File: src/rtl/store_pkg.sv
// Shared definitions for the store alignment path: the access-size encodings,
// the FIFO occupancy states and the byte-enable patterns.
package store_pkg;

  typedef enum logic [1:0] {
    SizeByte = 2'b00,
    SizeHalf = 2'b01,
    SizeWord = 2'b10,
    SizeRsvd = 2'b11
  } size_e;

  typedef enum logic [1:0] {
    Empty = 2'd0,
    One   = 2'd1,
    Two   = 2'd2
  } occ_e;

  localparam logic [3:0] BeNone   = 4'b0000;
  localparam logic [3:0] BeByte   = 4'b0001;
  localparam logic [3:0] BeHalfLo = 4'b0011;
  localparam logic [3:0] BeHalfHi = 4'b1100;
  localparam logic [3:0] BeWord   = 4'b1111;

endpackage

File: src/rtl/store_lane_fmt.sv
// Combinational lane formatter: turns a register value plus size and the low
// address bits into little-endian lane-aligned write data and byte enables.
// The misaligned flag is consumed only when STORE_MISALIGN_TRAP_EN is defined.
module store_lane_fmt
  import store_pkg::*;
(
  input  logic [1:0]  size,
  input  logic [1:0]  addr,
  input  logic [31:0] in_data,
  output logic [31:0] out_data,
  output logic [3:0]  be,
  output logic        misaligned
);

  // Replicate the narrow value into every lane; be selects the lanes written.
  always_comb begin
    out_data   = 32'h0;
    be         = BeNone;
    misaligned = 1'b0;
    unique case (size)
      SizeByte: begin
        out_data = {4{in_data[7:0]}};
        be       = BeByte << addr;
      end
      SizeHalf: begin
        out_data   = {2{in_data[15:0]}};
        be         = addr[1] ? BeHalfHi : BeHalfLo;
        misaligned = addr[0];
      end
      SizeWord: begin
        out_data   = in_data;
        be         = BeWord;
        misaligned = (addr != 2'b00);
      end
      default: begin
        // Reserved size: never enqueued, outputs unused.
      end
    endcase
  end

endmodule

File: src/rtl/store_align.sv
// Store alignment stage: accepts store requests, formats them into lane-aligned
// word writes and buffers them in a 2-entry in-order FIFO. Reserved sizes raise
// a one-cycle error pulse instead of being enqueued.
// Optional: define STORE_MISALIGN_TRAP_EN to also trap misaligned half/word stores.
module store_align
  import store_pkg::*;
#(
  parameter int unsigned ADDR_W = 32
) (
  input  logic              clk,
  input  logic              rst_n,
  input  logic              in_valid,
  output logic              in_ready,
  input  logic [ADDR_W-1:0] in_addr,
  input  logic [31:0]       in_data,
  input  logic [1:0]        in_size,
  output logic              out_valid,
  input  logic              out_ready,
  output logic [ADDR_W-1:0] out_addr,
  output logic [31:0]       out_data,
  output logic [3:0]        out_be,
  output logic              err_valid,
  output logic [ADDR_W-1:0] err_addr,
  output logic [15:0]       store_cnt
);

  logic [31:0]       fmt_data;
  logic [3:0]        fmt_be;
  logic              fmt_misaligned;
  logic [ADDR_W-1:0] new_addr;
  logic              accept;
  logic              is_err;
  logic              push;
  logic              drain;

  occ_e              state_q, state_d;
  logic [ADDR_W-1:0] tail_addr_q;
  logic [31:0]       tail_data_q;
  logic [3:0]        tail_be_q;

  store_lane_fmt u_fmt (
    .size       (in_size),
    .addr       (in_addr[1:0]),
    .in_data    (in_data),
    .out_data   (fmt_data),
    .be         (fmt_be),
    .misaligned (fmt_misaligned)
  );

  assign new_addr = {in_addr[ADDR_W-1:2], 2'b00};
  assign accept   = in_valid && in_ready;
  assign drain    = out_valid && out_ready;

`ifdef STORE_MISALIGN_TRAP_EN
  assign is_err = (in_size == SizeRsvd) || fmt_misaligned;
`else
  logic unused_misaligned;
  assign unused_misaligned = fmt_misaligned;
  assign is_err = (in_size == SizeRsvd);
`endif

  assign push = accept && !is_err;

  // Occupancy next state: push-only goes up, drain-only goes down, both hold.
  always_comb begin
    state_d = state_q;
    if (push && !drain) begin
      state_d = (state_q == Empty) ? One : Two;
    end else if (!push && drain) begin
      state_d = (state_q == Two) ? One : Empty;
    end
  end

  // FIFO state and registered handshake/output registers; the output
  // registers are the FIFO head, the tail entry holds the second store.
  always_ff @(posedge clk) begin
    if (!rst_n) begin
      state_q     <= Empty;
      in_ready    <= 1'b0;
      out_valid   <= 1'b0;
      out_addr    <= '0;
      out_data    <= 32'h0;
      out_be      <= BeNone;
      tail_addr_q <= '0;
      tail_data_q <= 32'h0;
      tail_be_q   <= BeNone;
    end else begin
      state_q   <= state_d;
      in_ready  <= (state_d != Two);
      out_valid <= (state_d != Empty);
      if (push) begin
        // In Two in_ready is low, so a push only ever sees Empty or One.
        if (state_q == Empty || drain) begin
          out_addr <= new_addr;
          out_data <= fmt_data;
          out_be   <= fmt_be;
        end else begin
          tail_addr_q <= new_addr;
          tail_data_q <= fmt_data;
          tail_be_q   <= fmt_be;
        end
      end else if (drain && state_q == Two) begin
        out_addr <= tail_addr_q;
        out_data <= tail_data_q;
        out_be   <= tail_be_q;
      end
    end
  end

  // Error pulse with sticky faulting address, and the wrapping commit counter.
  always_ff @(posedge clk) begin
    if (!rst_n) begin
      err_valid <= 1'b0;
      err_addr  <= '0;
      store_cnt <= 16'h0;
    end else begin
      err_valid <= accept && is_err;
      if (accept && is_err) begin
        err_addr <= in_addr;
      end
      if (drain) begin
        store_cnt <= store_cnt + 16'd1;
      end
    end
  end

endmodule

File: config.mk
export PLATFORM = sky130hd
export DESIGN_NAME = store_align
export DESIGN_NICKNAME = d
export VERILOG_FILES = /design/src/rtl/store_pkg.sv /design/src/rtl/store_lane_fmt.sv /design/src/rtl/store_align.sv
export SDC_FILE = /design/constraint.sdc
export NUM_CORES = 1
export LEC_CHECK = 0
export CAP_MARGIN = 20
export CORE_AREA = 3 3 129 131
export CTS_BUF_LIST = sky130_fd_sc_hd__clkbuf_2
export DETAILED_ROUTE_END_ITERATION = 8
export DIE_AREA = 0 0 132 134
export PLACE_DENSITY = 0.86
export SLEW_MARGIN = 40
export SYNTH_ARGS = -nofsm -noshare
export SYNTH_HDL_FRONTEND = slang
export SYNTH_SLANG_ARGS = --single-unit
File: constraint.sdc
create_clock -name clk -period 2.3 [get_ports clk]
set_clock_uncertainty 0.1 [all_clocks]
set_input_delay 0.345 -clock clk [delete_from_list [all_inputs] [get_ports clk]]
set_output_delay 0.345 -clock clk [all_outputs]
set_load 0.03 [all_outputs]
# Word-level counts from Yosys, hierarchy flattened
# Index checks and enable logic that the tools add are counted.
[totals] reg_bits=187 input_bits=70 output_inout_bits=119 wordCells=54
[classes] n_addsub=1 eq_ne=6 shifts=1 mux=16 bitwise=1 reduce_logical=17
[ops] op="32-bit 2-to-1 mux" count=6
[ops] op="32-bit case mux with 3 select lines" count=1
[ops] op="16-bit by 1-bit adder with 16-bit output (second input constant)" count=1
[ops] op="4-bit 2-to-1 mux" count=4
[ops] op="4-bit case mux with 3 select lines" count=1
[ops] op="1-bit logical AND" count=7
[ops] op="2-bit == test (second input constant)" count=3
[ops] op="2-bit 2-to-1 mux" count=3
[ops] op="2-bit zero test" count=2
[ops] op="2-bit AND reduction" count=2
[ops] op="2-bit nonzero test" count=2
[ops] op="1-bit by 2-bit << shifter with 4-bit output (first input constant)" count=1
[ops] op="1-bit zero test" count=3
[ops] op="2-bit by 1-bit == test with 1-bit output (second input constant)" count=1
[ops] op="2-bit by 1-bit != test with 1-bit output (second input constant)" count=1
[ops] op="2-bit != test (second input constant)" count=1
[ops] op="1-bit logical OR" count=1
[ops] op="1-bit 2-to-1 mux" count=1
[ops] op="1-bit inverter" count=1

# Logic depth before layout (Yosys ltp)
[depth] word_depth=8 depth_mapped=8 mapped_depth_nobuf=5

# By module
# Synthesis repeated with hierarchy kept, for this count alone.
[unflattened] hier_cells=851 area_unflattened_um2=7543.5
[modules_own_cells] mod="store_align" instances=1 cells_each=764 area_per_inst_um2=6977.9 seq_area_each_um2=3703.6
[modules_own_cells] mod="store_lane_fmt" instances=1 cells_each=87 area_per_inst_um2=565.5 seq_area_each_um2=0.0

# Least setup slack after synthesis
# No wires, ideal clock.
[synth_path] path_kind="register to register" from="reg in_ready" to="reg out_addr[21]" setup_time_ns=0.091 arrival_time_ns=1.696 required_ns=2.109 setup_slack_ns=0.413 stages_incl_launch_ff=7 n_path_buf=2 synth_period_minus_slack_ns=1.887 cell_sequence="dfxtp_1 nand2_1 a211oi_4 buf_4 buf_6 nor3_1 a311oi_1"
[synth_between] elab_chain_cells=4 word_cells_on_any_way=6 cone_classes="eq/ne (1); mux (1); reduce/logical (4)"
[synth_rtl] item="from (decl)" line_no="store_align.sv:13" text="output logic in_ready,"
[synth_rtl] item="from (signal assigned)" line_no="store_align.sv:89" text="in_ready <= (state_d != Two);"
[synth_rtl] item="1-bit logical AND (*)" line_no="store_align.sv:51" text="assign accept = in_valid && in_ready;"
[synth_rtl] item="1-bit logical AND (*)" line_no="store_align.sv:62" text="assign push = accept && !is_err;"
[synth_rtl] item="2-bit by 1-bit != test with 1-bit output (no line) / 2-bit nonzero test (equally long branches)"
[synth_rtl] item="2-bit AND reduction (no line)"
[synth_rtl] item="to (signal assigned)" line_no="store_align.sv:94" text="out_addr <= new_addr;"
[synth_rtl] item="to (signal assigned)" line_no="store_align.sv:103" text="out_addr <= tail_addr_q;"
[synth_rtl] item="to (decl)" line_no="store_align.sv:19" text="output logic [ADDR_W-1:0] out_addr,"
# Mark *: on every way between the ends. The rest lies on a longest branch, timed or not.
# A chain may end at the register's enable or synchronous reset.

# Final worst setup path
[layout_path] from="reg store_cnt[2]" to="out store_cnt[2]"
[layout_rtl] item="from (decl)" line_no="store_align.sv:24" text="output logic [15:0] store_cnt"
[layout_rtl] item="from (signal assigned)" line_no="store_align.sv:122" text="store_cnt <= store_cnt + 16'd1;"
# No word-level cell between the ends.

==> flow_metrics.env <==
export IMPL_layout_worst_path_cycle_share=0.938
export IMPL_cts_sinks=185
export IMPL_cp_required_ps=1860
export IMPL_cp_num_buf_inv=1
export IMPL_route_final_wire_length_um=23200
export IMPL_core_region_area_um2=15700
export IMPL_first_iter_violations=689
export IMPL_post_synth_cell_area_avg_um2=8.23
export IMPL_yosysUniqueCellTypes=49
export IMPL_grt_max_degree=52
export IMPL_die_height_um=134
export IMPL_cts_htree_levels=4
export IMPL_total_leakage_power_nw=4.23
export IMPL_clock_tree_from_tritoncts="done"
export IMPL_totalNegativeSetupSlack_ps=0
export IMPL_synthFlopType="dfxtp_1"
export IMPL_crit_arrival_ps=1710
export IMPL_synth_top_cell_by_area="dfxtp_1"
export IMPL_number_of_cells_on_the_critical_path=1
export IMPL_ys_warn_count=0
export IMPL_antenna_found_initial=1
export IMPL_peak_per_stage_delay_on_the_critical_path_ps=500
export IMPL_via_count_of_the_first_global_routing_pass=7477
export IMPL_final_max_slew_viol_count=0
export IMPL_worst_slew_pin_tran_ps=533
export IMPL_most_common_cell_in_the_synthesized_netlist="nand2_1"
export IMPL_post_cts_repair_setup_buffers=0
export IMPL_post_route_min_period_ps=2160
export IMPL_endpoint_type_of_the_worst_setup_path="output port"
export IMPL_slew_limit_headroom=0.645
export IMPL_synth_commonest_cells="nand2_1 (280), dfxtp_1 (185), a21oi_1 (92), nor3_1 (53), nor2_1 (44)"
export IMPL_initial_core_util=0.501
export IMPL_postSynth_asyncResetShare=0
export IMPL_synthesis_instances=957
export IMPL_globalRouteOverflowTotal=0
export IMPL_number_of_vias_per_cell_after_detailed_routing=5.74
export IMPL_timing_critical_path_cells="dlygate4sd2_1"
export IMPL_sequential_element_share_of_the_synthesized_area=0.470
export IMPL_worst_hold_path_num_cells=3
export IMPL_critical_path_slowest_cell="dfxtp_1"
export IMPL_cts_root_buf="clkbuf_2"
export IMPL_detailedPlacementHpwl_um=15400
export IMPL_dr_pass1_iters=7
export IMPL_gp_weighted_congestion=0.828
export IMPL_worstRegToRegCells=5
export IMPL_outcome="complete, no violations"
export IMPL_timing_setup_critical_path_class="register to output port"
export IMPL_grt_pass1_wl_um=37300
export IMPL_route_vias_total=7893
export IMPL_nets=1216
export IMPL_grt_setup_unrepaired="no"
export IMPL_synth_area_leaders="dfxtp_1 (47%), nand2_1 (13%), a21oi_1 (5.8%)"
export IMPL_synth_largest_type_area_fraction=0.470
export IMPL_final_setup_fails=0
export IMPL_synth_edf_count=0
export IMPL_power_ir_vdd_worst_mv=0.370
export IMPL_final_hold_viol_count=0
export IMPL_cts_max_path_buffers=2
export IMPL_share_of_cells_above_drive_strength_1=0.0743
export IMPL_num_rows=46
export IMPL_route_antenna_remaining_nets=0
export IMPL_area_of_the_mapped_netlist_um2=7880
export IMPL_cts_inserted_buffers=17
export IMPL_floorplan_die_area_um2=17700
export IMPL_drt_drc_violations_left=0
export IMPL_hold_path_class="input pin to register"
export IMPL_floorplan_die_width_um=132
export IMPL_power_density_nw_per_um2=591
export IMPL_max_cap_violations=0
export IMPL_worstSetupStartpointType="register"
export IMPL_worst_path_dominant_cell_family="flip-flops"
export IMPL_maximum_frequency_from_static_timing_analysis_ghz=0.464
export IMPL_synth_ff_latch_count=185
export IMPL_path_clk_slew_ps=270
export IMPL_routedWlPerCell_um=16.9
export IMPL_holdWs_ps=54.6
export IMPL_crit_fanout=6
export IMPL_area_growth_pct=33.4
export IMPL_clk_latency_ps=790
export IMPL_place_port_buffers=186
export IMPL_gr_usage_all_layers=0.256
export IMPL_num_io_pins=189
==> power breakdown <==
part | switching [mW] | internal, mW | leakage [nW]
Combinational | 0.630 | 0.434 | 2.59
Sequential | 0.0595 | 3.32 | 1.50
Clock | 1.15 | 0.615 | 0.145
Total | 1.84 | 4.37 | 4.23
==> path summary, 6_finish.rpt <==
path / from / end / slack, ps
worst max-delay path: store_cnt[2]$_SDFFE_PN0P_ / store_cnt[2] / 140
worst max register to register: state_q[0]$_SDFF_PN0_ / out_be[1]$_SDFFE_PN0P_ / 340
worst min register to register: err_addr[5]$_SDFFE_PN0P_ / err_addr[5]$_SDFFE_PN0P_ / 370
worst min-delay path: in_addr[21] / tail_addr_q[21]$_SDFFE_PN0P_ / 50
==> placed cells by master, fill, tap and decap left out, types with 13 or more instances in the layout <==
cell type and instances:
nor3_1 53, a211oi_1 19, dfxtp_1 185, dlygate4sd2_1 117
buf_12 16, a311oi_1 39, o221ai_1 13, nor2_1 42
mux2i_1 33, a211o_1 13, dlygate4sd3_1 25, clkbuf_2 18
clkdlybuf4s50_1 68, nand2_1 278, a21oi_1 92, buf_4 27
==> logic make-up (layout without fill, tap and decap cells) <==
logic type | count (synthesis) | after routing | synth area share
AO/OA/AOI/OAI | 223 | 223 | 0.197
XOR/XNOR | 11 | 11 | 0.0122
adder cells (fa/ha/maj) | 1 | 1 | 0.00159
buffers and inverters | 88 | 288 | 0.0539
flip-flops | 185 | 185 | 0.470
multiplexers | 33 | 33 | 0.0419
other | 1 | 3 | 0.000476
AND/OR/NAND/NOR | 415 | 415 | 0.223
==> sequential cells by signal, summed over array words and instances (netlist names) <==
name / cells
store_cnt: 16
out_addr: 30
in_ready: 1
tail_be_q: 4
out_data: 32
err_valid: 1
tail_data_q: 32
tail_addr_q: 30
state_q: 2
out_valid: 1
out_be: 4
err_addr: 32
==> layer usage <==
metal / up-vias / part of all wire / global-route usage
met3: 52 / 0.068 / 0.0596
met2: 340 / 0.49 / 0.427
met4: 0 / 0.026 / 0.113
li1: 3730 / - / -
met1: 3771 / 0.41 / 0.316
met5: - / 0 / 0
==> layout make-up <==
type	count	area [µm²]
multi-input combinational	685	3770
timing repair buffer	254	2480
antenna	1	2.50
fill	1281	5210
tap	216	270
clock buffer	18	90.1
clock inverter	14	173
sequential	185	3700
inverter	2	10.0
==> timing repair <==
item,4_1_cts,5_1_grt
setup endpoints to repair,117,0
hold buffers,19,6
hold endpoints to repair,41,8
gates resized for setup,117,0
==> metrics by stage <==
step	utilization	instances	setup slack [ps]	total power [mW]	area (µm²)
final	0.668	1375	143	6.21	10500
after global routing	0.668	1375	39.3	6.45	10500
after CTS	0.664	1368	97.0	6.22	10400
after detailed placement	0.645	1317	-35.6	4.52	10100
after global placement	0.645	1317	31.7	4.50	10100
after floorplan	-	958	413	4.02	7880
No activity file was read; power rests on OpenSTA's default activity.
